<file path="src/rtl/store_merge_unit_pkg.sv">
`default_nettype none
// ============================================================================
//  Module      : store_merge_unit_pkg
//  Description : Shared memory-access definitions for the store merge unit:
//                FSM state encodings, store kinds and lane-select width.
//  Revision    : 1.0 - initial release
// ============================================================================
package store_merge_unit_pkg;

    localparam int WORD_W = 32;
    localparam int LANE_SEL_W = 2;

    // FSM state encodings
    localparam logic [2:0] c_IDLE  = 3'd0;
    localparam logic [2:0] c_READ  = 3'd1;
    localparam logic [2:0] c_MERGE = 3'd2;
    localparam logic [2:0] c_WRITE = 3'd3;
    localparam logic [2:0] c_DONE  = 3'd4;
    localparam logic [2:0] c_ERR   = 3'd5;

    typedef enum logic [1:0] {
        KIND_SW = 2'd0,
        KIND_SB = 2'd1,
        KIND_SH = 2'd2
    } storeKind_t;

    // Store-byte wins when both selects are raised.
    function automatic storeKind_t decodeKind(input logic sb, input logic sh);
        if (sb)
            return KIND_SB;
        else if (sh)
            return KIND_SH;
        else
            return KIND_SW;
    endfunction

endpackage
`default_nettype wire

</file>
<file path="src/rtl/store_merge_unit_lane_merge.sv">
`default_nettype none
// ============================================================================
//  Module      : store_lane_merge
//  Description : Combinational read-modify-write merge. Replaces one byte
//                (sb) or one half-word (sh) lane of oldWord with the low bits
//                of storeData; all other lanes pass through untouched.
//  Revision    : 1.0 - initial release
// ============================================================================
module store_lane_merge
    import store_merge_unit_pkg::*;
(
    input  logic [WORD_W-1:0]     oldWord,
    input  logic [WORD_W-1:0]     storeData,
    input  logic [LANE_SEL_W-1:0] addrLow,
    input  logic                  sb,
    input  logic                  sh,
    output logic [WORD_W-1:0]     newWord
);

    // Upper store bits are never merged; folded here to keep them visibly sunk.
    logic w_unused;
    assign w_unused = ^storeData[31:16];

    // Little-endian lane replacement; sb takes priority over sh.
    always_comb begin
        newWord = oldWord;
        if (sb) begin
            newWord[{addrLow, 3'b000} +: 8] = storeData[7:0];
        end else if (sh) begin
            if (addrLow[1])
                newWord[31:16] = storeData[15:0];
            else
                newWord[15:0]  = storeData[15:0];
        end
    end

endmodule
`default_nettype wire

</file>
<file path="src/rtl/store_merge_unit.sv">
`default_nettype none
// ============================================================================
//  Module      : store_merge_unit
//  Description : Sequences sub-word stores into a word-wide data memory.
//                sw writes directly; sb/sh read the word, merge the lane and
//                write it back. Misaligned requests are rejected.
//  Revision    : 1.0 - initial release
// ============================================================================
module store_merge_unit
    import store_merge_unit_pkg::*;
(
    input  logic        clk,
    input  logic        reset,
    input  logic        start,
    input  logic        sbSignal,
    input  logic        shSignal,
    input  logic [31:0] addr,
    input  logic [31:0] storeData,
    input  logic [31:0] memReadData,
    output logic [31:0] memAddr,
    output logic        memRead,
    output logic        memWrite,
    output logic [31:0] memWriteData,
    output logic        busy,
    output logic        done,
    output logic        misaligned
);

    logic [2:0]            r_state;
    logic [WORD_W-1:0]     r_wordAddr;
    logic [LANE_SEL_W-1:0] r_addrLow;
    logic [WORD_W-1:0]     r_storeData;
    storeKind_t            r_kind;
    logic [WORD_W-1:0]     r_writeData;

    storeKind_t            w_kind;
    logic [2:0]            w_idleNext;
    logic [WORD_W-1:0]     w_mergedWord;

    assign w_kind = decodeKind(sbSignal, shSignal);

    // Route a fresh request: sw goes straight to WRITE, sub-word stores read first.
    always_comb begin
        w_idleNext = c_IDLE;
        case (w_kind)
            KIND_SB: w_idleNext = c_READ;
            KIND_SH: w_idleNext = addr[0] ? c_ERR : c_READ;
            default: w_idleNext = (addr[1:0] != 2'b00) ? c_ERR : c_WRITE;
        endcase
    end

    store_lane_merge u_laneMerge (
        .oldWord   (memReadData),
        .storeData (r_storeData),
        .addrLow   (r_addrLow),
        .sb        (r_kind == KIND_SB),
        .sh        (r_kind == KIND_SH),
        .newWord   (w_mergedWord)
    );

    // Request latching, FSM sequencing and merged-word capture.
    always_ff @(posedge clk or posedge reset) begin
        if (reset) begin
            r_state     <= c_IDLE;
            r_wordAddr  <= '0;
            r_addrLow   <= '0;
            r_storeData <= '0;
            r_kind      <= KIND_SW;
            r_writeData <= '0;
        end else begin
            case (r_state)
                c_IDLE: begin
                    if (start) begin
                        r_wordAddr  <= {addr[31:2], 2'b00};
                        r_addrLow   <= addr[1:0];
                        r_storeData <= storeData;
                        r_kind      <= w_kind;
                        // A word store needs no merge, so its data is final now.
                        r_writeData <= storeData;
                        r_state     <= w_idleNext;
                    end
                end
                c_READ:  r_state <= c_MERGE;
                c_MERGE: begin
                    r_writeData <= w_mergedWord;
                    r_state     <= c_WRITE;
                end
                c_WRITE: r_state <= c_DONE;
                c_DONE:  r_state <= c_IDLE;
                c_ERR:   r_state <= c_IDLE;
                default: r_state <= c_IDLE;
            endcase
        end
    end

    // Outputs decode directly from state so reset clears them in the same cycle.
    assign busy         = (r_state != c_IDLE);
    assign memRead      = (r_state == c_READ);
    assign memWrite     = (r_state == c_WRITE);
    assign done         = (r_state == c_DONE) || (r_state == c_ERR);
    assign misaligned   = (r_state == c_ERR);
    assign memAddr      = busy ? r_wordAddr  : '0;
    assign memWriteData = busy ? r_writeData : '0;

endmodule
`default_nettype wire

</file>
<file path="config.mk">
export PLATFORM = sky130hd
export DESIGN_NAME = store_merge_unit
export DESIGN_NICKNAME = d
export VERILOG_FILES = /design/src/rtl/store_merge_unit_pkg.sv /design/src/rtl/store_merge_unit_lane_merge.sv /design/src/rtl/store_merge_unit.sv
export SDC_FILE = /design/constraint.sdc
export NUM_CORES = 1
export LEC_CHECK = 0
export BUFFER_PORTS_ARGS = -buffer_cell sky130_fd_sc_hd__buf_2
export CAP_MARGIN = 20
export CORE_ASPECT_RATIO = 2
export CORE_UTILIZATION = 53
export DETAILED_ROUTE_END_ITERATION = 6
export GPL_TIMING_DRIVEN = 0
export PLACE_DENSITY = 0.82
export SYNTH_ARGS = -nofsm -noshare
export SYNTH_HDL_FRONTEND = slang
export SYNTH_HIERARCHICAL = 1
export SYNTH_SLANG_ARGS = --single-unit
</file>
<file path="constraint.sdc">
create_clock -name clk -period 4.5 [get_ports clk]
set_clock_uncertainty 0.05 [all_clocks]
set_input_delay 1.35 -clock clk [delete_from_list [all_inputs] [get_ports clk]]
set_output_delay 1.35 -clock clk [all_outputs]
set_load 0.01 [all_outputs]
</file>
==> results of run 1 <==
==> layout make-up <==
class	count	area, µm²
fill	755	2920
multi-input combinational	334	2730
sequential	85	2130
timing repair buffer	168	863
buffer	46	258
clock buffer	10	229
tap	104	130
clock inverter	6	68.8
inverter	14	55.1
==> report_power, final <==
group	internal [mW]	switching (mW)	total (mW)
clock network	0.434	0.318	0.752
registers	1.15	0.312	1.46
logic	1.34	1.51	2.85
total	2.93	2.14	5.06
==> worst register-to-register path, delay by kind of cell, from the launching register on <==
| kind | cells | cell delay (ns) |
|---|---|---|
| AO/OA/AOI/OAI | 2 | 0.48 |
| adder cells (fa/ha/maj) | 1 | 0.34 |
| buffers and inverters | 2 | 0.48 |
| flip-flops | 1 | 0.46 |
| AND/OR/NAND/NOR | 2 | 0.71 |
==> path summary, 6_finish.rpt <==
check,start,cells after the start,slack [ns],end
max,r_state[1],6,0.59,memWriteData[11]
min,r_wordAddr[8],1,0.45,r_wordAddr[8]
max reg2reg,r_addrLow[1],7,1.93,r_writeData[19]
min reg2reg,r_wordAddr[8],1,0.45,r_wordAddr[8]
max in group asynchronous,reset,3,2.83,r_writeData[9]
min in group asynchronous,reset,2,0.97,r_writeData[21]
==> stage by stage <==
step | setup TNS, ns | instance area (µm²) | hold WS [ns] | worst slack, ns
final | 0 | 6460 | 0.452 | 0.590
after floorplan | 0 | 5170 | 0.413 | 0.907
after detailed placement | 0 | 6170 | 0.434 | 0.977
after global placement | -0.755 | 6140 | 0.432 | -0.0142
after CTS | 0 | 6460 | 0.452 | 0.574
after global routing | 0 | 6460 | 0.463 | 0.502
==> state kept, by name, summed over array words and instances (netlist names) <==
| signal | cells |
|---|---|
| r_wordAddr | 30 |
| r_writeData | 32 |
| r_storeData | 16 |
| r_state | 3 |
| r_kind | 2 |
| r_addrLow | 2 |
==> routing by layer <==
layer / up-vias / wire, µm / track usage
li1: 2125 / - / -
met3: 55 / 704 / 0.0447
met1: 2181 / 5470 / 0.314
met5: - / 0 / 0
met4: 0 / 658 / 0.174
met2: 189 / 8320 / 0.565
==> results by group, run 1 <==
Finish
  – Nets: 764
  – Most common cell after layout, fill and taps aside: buf_2
  – Final Util: 0.689
  – Post-Layout Cell Count: roughly 770
  – Share of layout cells above drive strength 1: 0.363
  – Layout Area Growth over Synthesis: 25.1%
  – Commonest cells after routing, fill and taps aside: buf_2, dfrtp_1, nor2b_1, and3_1, mux2_4
  – Diode count: 0

Timing
  – Setup Viol. Count Final: 0
  – Final period util: 0.869
  – Tightest Pin Transition: between 0.6 and 0.7 ns
  – Final Hold Viols: 0
  – Max Freq: between 200 and 300 MHz
  – Slew margin rel.: 0.544
  – Fin. max-slew vios: 0
  – RSZ-0062 raised after global routing: false
  – Min cycle time layout: around 3.9 ns

Power and ir drop
  – Leakage power: 3.54 nW
  – PwrDens: slightly below 800 mW/mm²
  – Peak VDD IR: around 0.0004 V
  – Total power: 5.06 mW

Routing
  – First-pass DRT Iterations: 5
  – Total number of vias: ~4600
  – Final wirelength: 15200 µm
  – Post-DR wirelength/cell: ~20 µm
  – Post-DR vias/cell: a little under 6
  – Final ANT Viol Nets: 0
  – 1st-iter DRT viols: roughly 290
  – DRC Markers: 0

Floorplan
  – Die Y-Extent: between 100 and 150 µm
  – Initial core utilization: 0.551
  – Die Wd: around 72 µm
  – Die area: 0.0102 mm²
  – Site row count: 50
  – I/O pin cnt: 170
  – Core ar.: roughly 0.0094 mm²

Placement
  – HPWL Detailed: about 12000 µm
  – Routability Congestion: roughly 0.91
  – Port buffer count: roughly 170
  – Placed insts: between 700 and 800

GRT
  – GRT overflow: 0
  – Initial antenna violation count: 0
  – GRT Total Usage: 0.304
  – Number of global-route vias before repair: approximately 4600
  – Largest net degree at the start of global routing: 54
  – First-pass GRT wire length: about 23000 µm

Clock tree
  – Hold_buf cts: 0
  – Clk_lat worst skew: between 0.3 and 0.4 ns
  – Post-CTS Resized: 0
  – Clock Tree Buf Depth: 2
  – Clock-pin transition on the worst setup and hold timing paths: 0.07 ns
  – Postcts setup bufs: 0
  – Cts bufs inserted: 9
  – CTS H-tree depth: 3
  – CTS root buf: clkbuf_16
  – Clock Sinks: 85
  – TritonCTS clock tree: done

Logic synthesis
  – Synth warnings: 6
  – Synthesized area: between 0.005 and 0.006 mm²
  – Syn Area/Cell: 10.8 µm²
  – Mapped Cells: roughly 480

Run status
  – Run status: complete, no violations

Worst setup path
  – Worst Path Arrival: approximately 2.5 ns
  – Worst Path Required: around 3.1 ns
  – CP Max Fanout: 10
  – Startpoint Class: flop
  – Crit path capture type: output pin
  – CP max-delay cell: nor3_1
  – Most used cell, CP: buf_2
  – Critical-path cell list: buf_6, nor3_1, buf_2, clkbuf_1, nor2b_1, buf_2
  – Worst path bufs/invs: 4
  – Critical path's top delay family: buffers and inverters
  – Critical path's largest stage delay: 0.56 ns
  – Critical path class: flop to output pin

Worst hold path
  – Hold Crit Class: flop to flop

Run
  – Max-Cap Viols: 0
Power figures use the tool's default switching activity.
==> run 2, diff against run 1 <==
CORE_UTILIZATION = 48   (was 53)
PLACE_DENSITY = 0.78   (was 0.82)
clock period = 3.5 ns   (was 4.5 ns; I/O delays follow)
==> run 2 against run 1 <==
Via count is 1.1% higher. Utilization down 7.0 points. Register-to-register slack worse by 1.0 ns. Cell area is 0.29% higher. Flip-flop and latch count unchanged. Sequential share of layout area is 0.095 points lower. Clock power increased by 16%. Critical path depth stayed put. Critical endpoint is now memWriteData[1]. Highest routed layer unchanged.
==> results by group, run 2 (same netlist as run 1, synthesis figures left out) <==
Run status
  – Run status: complete, no violations

Timing
  – Final WS setup: between 0.15 and 0.2 ns
  – Setup Viol. Count Final: 0
  – Final period util: 0.946
  – Slew margin rel.: 0.596
  – Fin. max-slew vios: 0
  – Tightest Pin Transition: a little over 0.6 ns
  – Min cycle time layout: 3.31 ns
  – Setup TNS: 0 ns
  – Final Hold Viols: 0
  – RSZ-0062 raised after global routing: false
  – Min Hold Slack: 0.448 ns
  – Max Freq: about 300 MHz

Routing
  – Post-DR vias/cell: 5.75
  – Final wirelength: 15500 µm
  – Total number of vias: around 4600
  – 1st-iter DRT viols: 302
  – First-pass DRT Iterations: 5
  – Post-DR wirelength/cell: roughly 19 µm
  – DRC Markers: 0
  – Final ANT Viol Nets: 0

Worst hold path
  – Hold Path End: r_storeData[9]
  – Hold depth: 1
  – Hold Crit Class: flop to flop
  – HP Start: r_storeData[9]

Placement
  – Setup WS pre-CTS: between 0.2 and 0.25 ns
  – Routability Congestion: 0.939
  – HPWL Detailed: ~12000 µm
  – DP Area: 0.00621 mm²
  – Port buffer count: about 170

Worst setup path
  – Startpoint Class: flop
  – Reg2reg start: r_addrLow[1]
  – Worst Path Required: between 2 and 2.5 ns
  – Worst Path Arrival: approximately 2.2 ns
  – Critical path class: flop to output pin
  – RR Endpoint: r_writeData[17]
  – Crit path capture type: output pin
  – CP Max Fanout: 10
  – FF-to-FF path depth: 7
  – Worst R2R Setup Slack: ~0.91 ns

Power and ir drop
  – Total power: 6.44 mW
  – Peak VDD IR: 0.000531 V
  – PwrDens: slightly below 1000 mW/mm²
  – Leakage power: 3.52 nW

Finish
  – Max reg flops: 32
  – Biggest regs: r_writeData x32, r_wordAddr x30, r_storeData x16
  – Final Cell Area: 0.00648 mm²
  – Most common cell after layout, fill and taps aside: buf_2
  – Filler cell count: just over 900
  – Diode count: 0
  – Share of layout cells above drive strength 1: 0.363
  – Layout Area Growth over Synthesis: 25.5%
  – Largest Register: r_writeData
  – Nets: roughly 760
  – Commonest cells after routing, fill and taps aside: buf_2, dfrtp_1, nor2b_1, and3_1, mux2_4

GRT
  – First-pass GRT wire length: approximately 24000 µm
  – GRT overflow: 0
  – Number of global-route vias before repair: 4761
  – Largest net degree at the start of global routing: 48
  – Initial antenna violation count: 0
  – GRT Total Usage: 0.289

Floorplan
  – Die area: approximately 0.011 mm²
  – Initial core utilization: 0.493
  – Die Y-Extent: 149 µm
  – Site row count: between 50 and 60
  – Die Wd: between 70 and 80 µm
  – Core ar.: around 0.010 mm²
  – I/O pin cnt: between 150 and 200

Clock tree
  – CTS root buf: clkbuf_16
  – Clock Sinks: 85
  – CTS H-tree depth: 3
  – Clock Tree Buf Depth: 2
  – Postcts setup bufs: 0
  – TritonCTS clock tree: done
  – Clk_lat worst skew: 0.34 ns
  – Clock-pin transition on the worst setup and hold timing paths: 0.06 ns
  – Cts bufs inserted: 9

Run
  – Max-Cap Viols: 0
run 2: cell types whose count changed in the layout (fill, tap and decap cells not counted), sizes merged:
cell	previous run	this run
clkbuf	36	37
clkinv	2	1
buf	188	189
inv	16	15
clkinvlp	1	2
bufinv	1	0
run 2: final cells by class:
| class | count | area (µm²) | area share |
|---|---|---|---|
| buffer | 46 | 259 | 0.0400 |
| clock buffer | 12 | 236 | 0.0365 |
| clock inverter | 4 | 32.5 | 0.00502 |
| inverter | 14 | 55.1 | 0.00849 |
| multi-input combinational | 334 | 2740 | 0.422 |
| sequential | 85 | 2130 | 0.328 |
| tap | 137 | 171 | 0.0264 |
| timing repair buffer | 168 | 863 | 0.133 |
run 2: report_power, final:
part	switching (mW)	internal [mW]
sequential	0.405	1.48
clock	0.387	0.485
combinational	1.95	1.73
total	2.75	3.70
run 2: repair_timing:
item | CTS | global route
gates resized for setup | 1 | 3
setup endpoints to repair | 55 | 10
pin swaps | 0 | 0
hold buffers | 0 | 0
endpoints found under the hold margin | 0 | 0
run 2: worst max-delay path, stage by stage, from the launching register on:
cell      delay (ns)
dfrtp_1         0.37
buf_6           0.13
nor3_2          0.36
buf_2           0.35
clkbuf_1        0.40
nor2b_1         0.10
buf_2           0.16
run 2: stage by stage:
stage / utilization / instances
floorplan: - / 479
global placement: 0.590 / 783
detailed placement: 0.592 / 784
CTS: 0.619 / 800
global route: 0.619 / 800
finish: 0.619 / 800
run 2: layer usage:
metal	wire length [µm]	share of wire	track usage	vias up
met3	722	0.047	0.0501	46
met4	805	0.052	0.170	0
li1	-	-	-	2127
met1	5650	0.36	0.304	2222
met5	0	0	0	-
met2	8310	0.54	0.515	203
run 2: worst max-delay path by stage:
stage,startpoint,end,slack (ns),cells past startpoint
final,r_state[1],memWriteData[1],0.19,6
after global routing,r_state[1],memAddr[13],0.00002,6
after CTS,r_state[1],memWriteData[8],0.08,6
after detailed placement,r_state[1],memWriteData[8],0.23,6
after global placement,reset,r_storeData[13],-0.73,2
after floorplan,reset,r_addrLow[0],0.21,1
